**src/rtl/lsu_mem_access_pkg.sv**
```systemverilog
// Shared types and helpers for the RV32I load/store memory-access stage.
package lsu_pkg;

   typedef enum logic [1:0] {
      IDLE  = 2'd0,
      REQ   = 2'd1,
      FAULT = 2'd2,
      DONE  = 2'd3
   } lsu_state_e;

   localparam logic [2:0] F3_B  = 3'b000;
   localparam logic [2:0] F3_H  = 3'b001;
   localparam logic [2:0] F3_W  = 3'b010;
   localparam logic [2:0] F3_BU = 3'b100;
   localparam logic [2:0] F3_HU = 3'b101;

   // width is funct3[1:0]: 00 byte, 01 halfword, otherwise word
   function automatic logic [3:0] byte_enables(input logic [1:0] width, input logic [1:0] off);
      case (width)
         2'b00:   return 4'b0001 << off;
         2'b01:   return off[1] ? 4'b1100 : 4'b0011;
         default: return 4'b1111;
      endcase
   endfunction

endpackage

```
**src/rtl/lsu_mem_access_if.sv**
```systemverilog
// Data-memory request/acknowledge bus between the LSU and memory.
interface lsu_mem_access_if;
   // req rises with a transaction and stays high, with we/addr/be/wdata stable,
   // until the single-cycle ack; rdata is valid only in the ack cycle.
   logic        req;
   logic        we;
   logic [31:0] addr;
   logic [31:0] wdata;
   logic [3:0]  be;
   logic        ack;
   logic [31:0] rdata;

   modport master (output req, we, addr, wdata, be, input ack, rdata);
   modport slave  (input req, we, addr, wdata, be, output ack, rdata);
endinterface

```
**src/rtl/lsu_mem_access_load_align.sv**
```systemverilog
// Selects the addressed byte/halfword of a read word and sign/zero extends it.
module lsu_load_align
   import lsu_pkg::*;
(
   input  logic [31:0] rdata_i,
   input  logic [1:0]  off_i,
   input  logic [2:0]  funct3_i,
   output logic [31:0] data_o
);

   logic [31:0] shifted;
   logic [7:0]  byte_sel;
   logic [15:0] half_sel;

   always_comb begin
      shifted  = rdata_i >> {off_i, 3'b000};
      byte_sel = shifted[7:0];
      half_sel = off_i[1] ? rdata_i[31:16] : rdata_i[15:0];
      case (funct3_i)
         F3_B:    data_o = {{24{byte_sel[7]}}, byte_sel};
         F3_H:    data_o = {{16{half_sel[15]}}, half_sel};
         F3_BU:   data_o = {24'h0, byte_sel};
         F3_HU:   data_o = {16'h0, half_sel};
         default: data_o = rdata_i;
      endcase
   end

endmodule

```
**src/rtl/lsu_mem_access.sv**
```systemverilog
// Memory-access stage: RV32I loads/stores over a req/ack bus with fault and timeout handling.
module lsu_mem_access
   import lsu_pkg::*;
#(
   parameter int unsigned TIMEOUT_CYCLES = 64
) (
   input  logic        clk,
   input  logic        rst_n,
   input  logic        start,
   input  logic        mem_read,
   input  logic        mem_write,
   input  logic [2:0]  funct3,
   input  logic [31:0] alu_result,
   input  logic [31:0] rs2_data,
   output logic        busy,
   output logic        done,
   output logic [31:0] load_data,
   output logic        err_misaligned,
   output logic        err_illegal,
   output logic        err_bus,
   lsu_mem_access_if.master dmem,
   output lsu_state_e  state_dbg_o
);

   lsu_state_e  state_q, state_d;
   logic [31:0] addr_q, addr_d;
   logic [1:0]  off_q, off_d;
   logic [2:0]  f3_q, f3_d;
   logic        we_q, we_d;
   logic [3:0]  be_q, be_d;
   logic [31:0] wdata_q, wdata_d;
   logic [7:0]  cnt_q, cnt_d;
   logic        mis_q, mis_d, ill_q, ill_d, bus_q, bus_d;
   logic [31:0] load_q, load_d;
   logic [31:0] align_data;
   logic        accept, illegal, misal;

   lsu_load_align u_align (
      .rdata_i  (dmem.rdata),
      .off_i    (off_q),
      .funct3_i (f3_q),
      .data_o   (align_data)
   );

   always_comb begin
      accept = start && (mem_read ^ mem_write);
      if (mem_read) illegal = !(funct3 inside {F3_B, F3_H, F3_W, F3_BU, F3_HU});
      else          illegal = !(funct3 inside {F3_B, F3_H, F3_W});
      case (funct3[1:0])
         2'b01:   misal = alu_result[0];
         2'b10:   misal = |alu_result[1:0];
         default: misal = 1'b0;
      endcase
   end

   always_comb begin
      state_d = state_q;
      addr_d  = addr_q;
      off_d   = off_q;
      f3_d    = f3_q;
      we_d    = we_q;
      be_d    = be_q;
      wdata_d = wdata_q;
      cnt_d   = cnt_q;
      mis_d   = mis_q;
      ill_d   = ill_q;
      bus_d   = bus_q;
      load_d  = load_q;
      case (state_q)
         IDLE: begin
            if (accept) begin
               ill_d   = illegal;
               mis_d   = !illegal && misal;
               bus_d   = 1'b0;
               cnt_d   = '0;
               addr_d  = {alu_result[31:2], 2'b00};
               off_d   = alu_result[1:0];
               f3_d    = funct3;
               we_d    = mem_write;
               be_d    = mem_write ? byte_enables(funct3[1:0], alu_result[1:0]) : 4'b1111;
               case (funct3[1:0])
                  2'b00:   wdata_d = {4{rs2_data[7:0]}};
                  2'b01:   wdata_d = {2{rs2_data[15:0]}};
                  default: wdata_d = rs2_data;
               endcase
               if (!mem_write) wdata_d = '0;
               state_d = (illegal || misal) ? FAULT : REQ;
            end
         end
         REQ: begin
            // An ack in the expiry cycle still counts as success.
            if (dmem.ack) begin
               state_d = DONE;
               if (!we_q) load_d = align_data;
            end else if (cnt_q == 8'(TIMEOUT_CYCLES - 1)) begin
               state_d = DONE;
               bus_d   = 1'b1;
            end else begin
               cnt_d = cnt_q + 8'd1;
            end
         end
         FAULT:   state_d = DONE;
         default: state_d = IDLE;
      endcase
   end

   always_ff @(posedge clk or negedge rst_n) begin
      if (!rst_n) begin
         state_q <= IDLE;
         addr_q  <= '0;
         off_q   <= '0;
         f3_q    <= '0;
         we_q    <= 1'b0;
         be_q    <= '0;
         wdata_q <= '0;
         cnt_q   <= '0;
         mis_q   <= 1'b0;
         ill_q   <= 1'b0;
         bus_q   <= 1'b0;
         load_q  <= '0;
      end else begin
         state_q <= state_d;
         addr_q  <= addr_d;
         off_q   <= off_d;
         f3_q    <= f3_d;
         we_q    <= we_d;
         be_q    <= be_d;
         wdata_q <= wdata_d;
         cnt_q   <= cnt_d;
         mis_q   <= mis_d;
         ill_q   <= ill_d;
         bus_q   <= bus_d;
         load_q  <= load_d;
      end
   end

   // Bus fields are zero outside REQ so a reset mid-transaction clears them at once.
   always_comb begin
      busy           = (state_q != IDLE);
      done           = (state_q == DONE);
      err_misaligned = done && mis_q;
      err_illegal    = done && ill_q;
      err_bus        = done && bus_q;
      load_data      = load_q;
      dmem.req       = (state_q == REQ);
      dmem.we        = dmem.req && we_q;
      dmem.addr      = dmem.req ? addr_q : '0;
      dmem.be        = dmem.req ? be_q : '0;
      dmem.wdata     = dmem.req ? wdata_q : '0;
      state_dbg_o    = state_q;
   end

endmodule

```
**src/flat_wrapper.sv**
```systemverilog
// flat-port wrapper written by rule: the top's interface ports become plain ports
module lsu_mem_access_flat import lsu_pkg::*;
#(
   parameter int unsigned TIMEOUT_CYCLES = 64
)
  (clk, rst_n, start, mem_read, mem_write, funct3, alu_result, rs2_data, busy, done, load_data, err_misaligned, err_illegal, err_bus, state_dbg_o, dmem_req, dmem_we, dmem_addr, dmem_wdata, dmem_be, dmem_ack, dmem_rdata);
  lsu_mem_access_if dmem_i ();
  input  logic clk;
  input  logic rst_n;
  input  logic start;
  input  logic mem_read;
  input  logic mem_write;
  input  logic [2:0] funct3;
  input  logic [31:0] alu_result;
  input  logic [31:0] rs2_data;
  output logic busy;
  output logic done;
  output logic [31:0] load_data;
  output logic err_misaligned;
  output logic err_illegal;
  output logic err_bus;
  output lsu_state_e state_dbg_o;
  output wire logic [$bits(dmem_i.req)-1:0] dmem_req;
  output wire logic [$bits(dmem_i.we)-1:0] dmem_we;
  output wire logic [$bits(dmem_i.addr)-1:0] dmem_addr;
  output wire logic [$bits(dmem_i.wdata)-1:0] dmem_wdata;
  output wire logic [$bits(dmem_i.be)-1:0] dmem_be;
  input wire logic [$bits(dmem_i.ack)-1:0] dmem_ack;
  input wire logic [$bits(dmem_i.rdata)-1:0] dmem_rdata;
  assign dmem_req = dmem_i.req;
  assign dmem_we = dmem_i.we;
  assign dmem_addr = dmem_i.addr;
  assign dmem_wdata = dmem_i.wdata;
  assign dmem_be = dmem_i.be;
  assign dmem_i.ack = dmem_ack;
  assign dmem_i.rdata = dmem_rdata;
  lsu_mem_access #(.TIMEOUT_CYCLES(TIMEOUT_CYCLES)) u_core (.clk(clk), .rst_n(rst_n), .start(start), .mem_read(mem_read), .mem_write(mem_write), .funct3(funct3), .alu_result(alu_result), .rs2_data(rs2_data), .busy(busy), .done(done), .load_data(load_data), .err_misaligned(err_misaligned), .err_illegal(err_illegal), .err_bus(err_bus), .dmem(dmem_i), .state_dbg_o(state_dbg_o));
endmodule
```
**config.mk**
```make
export PLATFORM = sky130hd
export DESIGN_NAME = lsu_mem_access_flat
export DESIGN_NICKNAME = d
export VERILOG_FILES = /design/src/rtl/lsu_mem_access_pkg.sv /design/src/rtl/lsu_mem_access_if.sv /design/src/rtl/lsu_mem_access_load_align.sv /design/src/rtl/lsu_mem_access.sv /design/src/flat_wrapper.sv
export SDC_FILE = /design/constraint.sdc
export NUM_CORES = 1
export LEC_CHECK = 0
export ABC_AREA = 0
export CORE_MARGIN = 2
export CORE_UTILIZATION = 46
export DETAILED_ROUTE_END_ITERATION = 12
export PLACE_DENSITY_LB_ADDON = 0.1
export RECOVER_POWER = 25
export SLEW_MARGIN = 40
export SYNTH_ARGS = -nofsm -noshare
export SYNTH_HDL_FRONTEND = slang
export SYNTH_SLANG_ARGS = --single-unit
```
**constraint.sdc**
```tcl
create_clock -name clk -period 2.6 [get_ports clk]
set_input_delay 0.39 -clock clk [delete_from_list [all_inputs] [get_ports clk]]
set_output_delay 0.39 -clock clk [all_outputs]
set_load 0.05 [all_outputs]
```
==> results of run 1 <==
[how the worst max path moves through the flow]
stage               slack (ns)                   end  cells after the start             startpoint
floorplan                 0.07         dmem_addr[31]                      4  u_core.state_dbg_o[0]
global placement         -0.01    u_core.wdata_q[26]                      6              funct3[1]
detailed placement        0.12  u_core.load_data[13]                      5               dmem_ack
CTS                       0.11        err_misaligned                      3  u_core.state_dbg_o[0]
global route              0.02                  busy                      4  u_core.state_dbg_o[0]
finish                    0.14                  busy                      4  u_core.state_dbg_o[0]
[worst reg2reg max path, stage by stage, from the launching register on]
cell	delay (ns)
dfrtp_1	0.41
inv_1	0.10
ha_2	0.21
nand2_1	0.10
or2_2	0.42
nor2_2	0.69
a21oi_1	0.18
[flip-flops by register name, summed over array words and instances, names as in the netlist, 2 cells and up]
name and flops:
u_core.wdata_q 32, u_core.cnt_q 8, u_core.off_q 2, u_core.f3_q 3, u_core.be_q 4, u_core.load_data 32, u_core.state_dbg_o 2, u_core.addr_q 30
[cells in the mapped netlist (all sizes together)]
library cell / n
a211oi: 2
a21o: 1
a21oi: 52
a22o: 25
a31oi: 5
a41o: 1
and2: 72
and3: 1
buf: 15
clkbuf: 33
conb: 1
dfrtp: 117
ha: 8
inv: 8
mux2: 11
mux2i: 2
nand2: 176
nand2b: 4
nand3: 2
nand3b: 8
nand4: 4
nor2: 55
nor2b: 2
nor3: 5
nor3b: 6
nor4: 1
nor4b: 1
o211a: 1
o21a: 6
o21ai: 49
o21bai: 2
o221ai: 1
o22ai: 5
o31ai: 2
or2: 3
or3: 2
or4: 2
or4b: 1
xnor2: 1
xor2: 4
[metrics by stage]
stage / cell area [µm²] / setup slack (ns) / setup TNS [ns] / hold WS (ns)
2_1_floorplan: 6060 / 0.0702 / 0 / 0.0944
3_3_place_gp: 8990 / -0.0110 / -0.0241 / 0.403
3_5_place_dp: 8990 / 0.120 / 0 / 0.408
4_1_cts: 9570 / 0.114 / 0 / 0.467
5_1_grt: 9560 / 0.0236 / 0 / 0.491
6_report: 9560 / 0.144 / 0 / 0.466
[logic make-up after synthesis]
| kind of cell | after synthesis | synth area share (%) |
|---|---|---|
| AND/OR/NAND/NOR | 345 | 26.7 |
| AO/OA/AOI/OAI | 152 | 15.8 |
| flip-flops | 117 | 48.4 |
| buffers and inverters | 56 | 4.15 |
| multiplexers | 13 | 2.38 |
| adder cells (fa/ha/maj) | 8 | 1.65 |
| XOR/XNOR | 5 | 0.847 |
| other | 1 | 0.0619 |
[timing repair]
action / in CTS / in global routing
hold endpoints to repair: 40 / 0
resized for setup: 0 / 0
hold buffers: 1 / 0
[cell type report]
class                      count  area, µm²
multi-input combinational    525       2890
sequential                   117       2930
inverter                       8       30.0
clock buffer                  28        527
tap                          172        215
timing repair buffer         226       2930
fill                         936       3160
clock inverter                 3       40.0
[report_power, final]
group	total (mW)	switching [mW]	internal (mW)
logic	6.37	3.81	2.56
registers	3.17	0.531	2.64
clock network	2.22	0.764	1.46
total	11.8	5.11	6.66
[routing by layer]
metal	global-route usage, %	part of all wire (%)	wire length, µm
met1	32.7	40	7200
met2	42.8	49	8830
met5	0	0	0
met3	8.20	8.6	1540
met4	9.60	2.3	413
==> impl_metrics.env, run 1 <==
export IMPL_outcome="finished clean"
export IMPL_maxCapViolCount=0
export IMPL_regToRegSetupSlack_ns=0.34
export IMPL_cts_made_buffers=17
export IMPL_cts_max_level=4
export IMPL_end_kind="output port"
export IMPL_placedCellCount=1047
export IMPL_rows=41
export IMPL_finalPower_mw=11.8
export IMPL_fin_cells=1079
export IMPL_worstPathMaxFanout=6
export IMPL_io_pins=214
export IMPL_grt_max_degree=78
export IMPL_crit_required_ns=2.21
export IMPL_cts_tree="built"
export IMPL_fp_dieH_um=119
export IMPL_grtUsageTotal_pct=26.2
export IMPL_hold_viol=0
export IMPL_synth_distinct_cells=50
export IMPL_netlist_top_cells_area="dfrtp_1 (48%), nand2_1 (11%), and2_1 (7.4%), o21ai_0 (3.9%), a22o_1 (3.6%)"
export IMPL_min_path_type="flip-flop to flip-flop"
export IMPL_start_kind="flip-flop"
export IMPL_drive_gt1_share_pct=16.1
export IMPL_rr_worst_depth=6
export IMPL_slew_headroom_pct=31.1
export IMPL_hp_start="u_core.addr_q[22]"
export IMPL_initial_core_util_pct=47.6
export IMPL_critPathTopFamily="buffers and inverters"
export IMPL_holdPathEnd="u_core.addr_q[22]"
export IMPL_final_nets=1008
export IMPL_max_vdd_ir_drop_mv=0.583
export IMPL_slew_viol_final=0
export IMPL_final_common_cell="nand2_1"
export IMPL_ys_ff_latch=117
export IMPL_syn_avg_cell_area_um2=8.69
export IMPL_syn_area_um2=6050
export IMPL_gp_congestion=0.868
export IMPL_cpMostUsedCell="inv_1"
export IMPL_synth_top_area_share_pct=48.4
export IMPL_routed_wirelength_mm=18.0
export IMPL_cp_data_arrival_time_ns=2.07
export IMPL_antenna_found_initial=0
export IMPL_die_w_um=119
export IMPL_yosysSeqAreaShare_pct=48.4
export IMPL_rr_startpoint="u_core.state_dbg_o[1]"
export IMPL_antennaDiodeCount=0
export IMPL_numPortBuffers=211
export IMPL_gr_total_overflow=0
export IMPL_cts_setup_buffers=0
export IMPL_wl_per_cell_um=16.7
export IMPL_cts_root_buf="clkbuf_16"
export IMPL_first_iter_violations=415
export IMPL_final_cell_mix="nand2_1 (176), clkdlybuf4s50_1 (142), dfrtp_1 (117)"
export IMPL_vias_per_cell=5.31
export IMPL_fin_crit_ns=2.46
export IMPL_utilization_pct=75.2
export IMPL_first_global_vias=5817
export IMPL_drt_antenna_violating_nets=0
export IMPL_dieArea_um2=14100
export IMPL_post_route_period_util_pct=94.5
export IMPL_dr_total_vias=5734
export IMPL_leakage_nw=4.21
export IMPL_path_clk_slew_ns=0.05
export IMPL_r2r_end="u_core.load_data[17]"
export IMPL_setup_viol=0
export IMPL_first_pass_iters=5
export IMPL_clock_sinks=117
export IMPL_synth_top_area_cell="dfrtp_1"
export IMPL_critPathKind="flip-flop to output port"
export IMPL_max_freq_mhz=407
export IMPL_critPathBufInv=3
export IMPL_worst_pin_slew_ns=1.03
export IMPL_cpMaxStageDelayCell="clkdlybuf4s50_1"
export IMPL_path_cells="inv_1, ha_1, inv_1, clkdlybuf4s50_1"
export IMPL_netlist_instances=697
export IMPL_rsz0062_at_grt="false"
export IMPL_ys_warn_count=0
export IMPL_cts_buffer_depth=2
export IMPL_cp_slowest_stage_delay_ns=0.80
export IMPL_grt_pass1_wl_mm=29.4
export IMPL_clk_latency_ns=0.41
export IMPL_core_area_um2=12700
export IMPL_cellPowerDensity_nw_per_um2=1230
export IMPL_min_path_cells=2
export IMPL_area_growth_pct=57.9
export IMPL_drcViolationCount=0
export IMPL_dp_hpwl_mm=13.0
export IMPL_fin_worst_skew_ns=0.00536
Power figures use the tool's default switching activity.
==> inputs of run 2 (changes only) <==
- PLACE_DENSITY: not set -> 0.82
- PLACE_DENSITY_LB_ADDON: 0.1 -> not set
==> run 2 against run 1 <==
  * Hold slack lost 0.0011 ns
  * Setup slack lost 0.035 ns
  * Design area grew 0.51%
  * Flip-flop and latch count is the same
  * Register-to-register slack gained 0.16 ns
  * Critical path depth is the same
  * Sequential power is essentially flat
  * Highest routed layer unchanged
==> impl_metrics.env, run 2 (same netlist as run 1, synthesis figures left out) <==
export IMPL_holdPathEnd="u_core.addr_q[7]"
export IMPL_routed_wirelength_mm=19.4
export IMPL_highest_layer="met4"
export IMPL_cpMaxStageDelayCell="clkdlybuf4s50_1"
export IMPL_dp_hpwl_mm=13.6
export IMPL_rows=41
export IMPL_drive_gt1_share_pct=16.5
export IMPL_worstPathMaxFanout=6
export IMPL_drt_antenna_violating_nets=0
export IMPL_wl_per_cell_um=17.9
export IMPL_numPortBuffers=211
export IMPL_post_route_period_util_pct=95.8
export IMPL_setup_tns_ns=0
export IMPL_start_kind="flip-flop"
export IMPL_multi_input_area_um2=2900
export IMPL_slew_headroom_pct=17.0
export IMPL_grtUsageTotal_pct=28.2
export IMPL_io_pins=214
export IMPL_dr_total_vias=5905
export IMPL_drcViolationCount=0
export IMPL_cts_tree="built"
export IMPL_rr_startpoint="u_core.state_dbg_o[1]"
export IMPL_max_vdd_ir_drop_mv=0.654
export IMPL_die_w_um=119
export IMPL_cts_made_buffers=17
export IMPL_min_path_cells=2
export IMPL_cts_max_level=4
export IMPL_outcome="finished clean"
export IMPL_leakage_nw=4.23
export IMPL_rr_worst_depth=7
export IMPL_vias_per_cell=5.46
export IMPL_fin_worst_skew_ns=0.00774
export IMPL_maxCapViolCount=0
export IMPL_max_freq_mhz=401
export IMPL_gr_total_overflow=0
export IMPL_cp_slowest_stage_delay_ns=0.82
export IMPL_r2r_end="u_core.cnt_q[4]"
export IMPL_hp_start="u_core.addr_q[7]"
export IMPL_first_iter_violations=552
export IMPL_cts_root_buf="clkbuf_16"
export IMPL_area_growth_pct=58.7
export IMPL_rsz0062_at_grt="false"
export IMPL_setup_viol=0
export IMPL_cellPowerDensity_nw_per_um2=1240
export IMPL_final_cell_mix="nand2_1 (176), clkdlybuf4s50_1 (142), dfrtp_1 (117)"
export IMPL_first_pass_iters=6
export IMPL_critPathTopFamily="buffers and inverters"
export IMPL_min_path_type="flip-flop to flip-flop"
export IMPL_gp_congestion=0.872
export IMPL_grt_pass1_wl_mm=31.1
export IMPL_dieArea_um2=14100
export IMPL_worst_pin_slew_ns=1.24
export IMPL_critPathBufInv=3
export IMPL_seqCellArea_um2=2930
export IMPL_core_area_um2=12700
export IMPL_cpMostUsedCell="inv_1"
export IMPL_antenna_found_initial=0
export IMPL_fin_crit_ns=2.49
export IMPL_met3_length_mm=1.98
export IMPL_clk_latency_ns=0.41
export IMPL_critPathKind="flip-flop to output port"
export IMPL_path_clk_slew_ns=0.06
export IMPL_initial_core_util_pct=47.6
export IMPL_grt_max_degree=75
export IMPL_clock_sinks=117
export IMPL_final_common_cell="nand2_1"
export IMPL_m1WireLength_mm=7.43
export IMPL_antennaDiodeCount=0
export IMPL_path_cells="inv_1, ha_1, inv_1, clkdlybuf4s50_1"
export IMPL_fillers=889
export IMPL_wl_met2_mm=9.46
export IMPL_crit_cells=4
export IMPL_slew_viol_final=0
export IMPL_fp_dieH_um=119
export IMPL_cts_buffer_depth=2
export IMPL_finalPower_mw=12.0
export IMPL_crit_required_ns=2.21
export IMPL_hold_viol=0
export IMPL_first_global_vias=5958
export IMPL_cp_data_arrival_time_ns=2.10
export IMPL_final_nets=1010
export IMPL_end_kind="output port"
export IMPL_regToRegSetupSlack_ns=0.50
==> run 2: cell type report <==
type | count | area share (%)
well taps | 172 | 2.24
clock inverters | 10 | 1.34
inverters | 8 | 0.312
flip-flops and latches | 117 | 30.5
repair buffers | 228 | 30.6
multi-input cells | 525 | 30.2
clock buffers | 22 | 4.83
==> run 2: metal layers <==
layer  up-vias  global-route usage (%)
li1       2708                       -
met3        41                    10.2
met2       307                    46.0
met1      2849                    33.6
met4         0                    11.5
met5         -                       0
==> run 2: tightest hold or removal path, delay by kind of cell, from the launching register on <==
family | cells | cell delay, ns
DFF | 1 | 0.33
and+or+nand+nor | 2 | 0.10
==> run 2: power by group <==
group / internal (mW) / switching [mW]
registers: 2.64 / 0.544
logic: 2.56 / 3.86
clock network: 1.55 / 0.807
total: 6.75 / 5.21
==> run 2: repair_timing <==
action,CTS,global route
buffers inserted,0,0
hold endpoints to repair,20,0
gates resized for setup,0,1
setup endpoints to repair,0,3
hold buffers,1,0
==> run 2: stage by stage <==
| stage | cells | hold slack, ns | setup slack (ns) | instance area [µm²] | util, % |
|---|---|---|---|---|---|
| CTS | 1082 | 0.406 | 0.0704 | 9610 | 75.5 |
| finish | 1082 | 0.465 | 0.109 | 9610 | 75.5 |
| global route | 1082 | 0.486 | 0.00597 | 9610 | 75.5 |
| global placement | 1049 | 0.304 | -0.0243 | 8990 | 70.7 |
| floorplan | 698 | 0.0944 | 0.0702 | 6060 | - |
| detailed placement | 1049 | 0.297 | 0.166 | 9000 | 70.8 |
==> run 2: worst max-delay path by stage <==
| stage | start | to | slack, ns |
|---|---|---|---|
| after floorplan | u_core.state_dbg_o[0] | dmem_addr[31] | 0.07 |
| after global placement | funct3[1] | u_core.wdata_q[29] | -0.02 |
| after detailed placement | funct3[1] | u_core.wdata_q[13] | 0.17 |
| after CTS | u_core.state_dbg_o[1] | dmem_wdata[31] | 0.07 |
| after global routing | u_core.state_dbg_o[0] | busy | 0.006 |
| final | u_core.state_dbg_o[0] | busy | 0.11 |
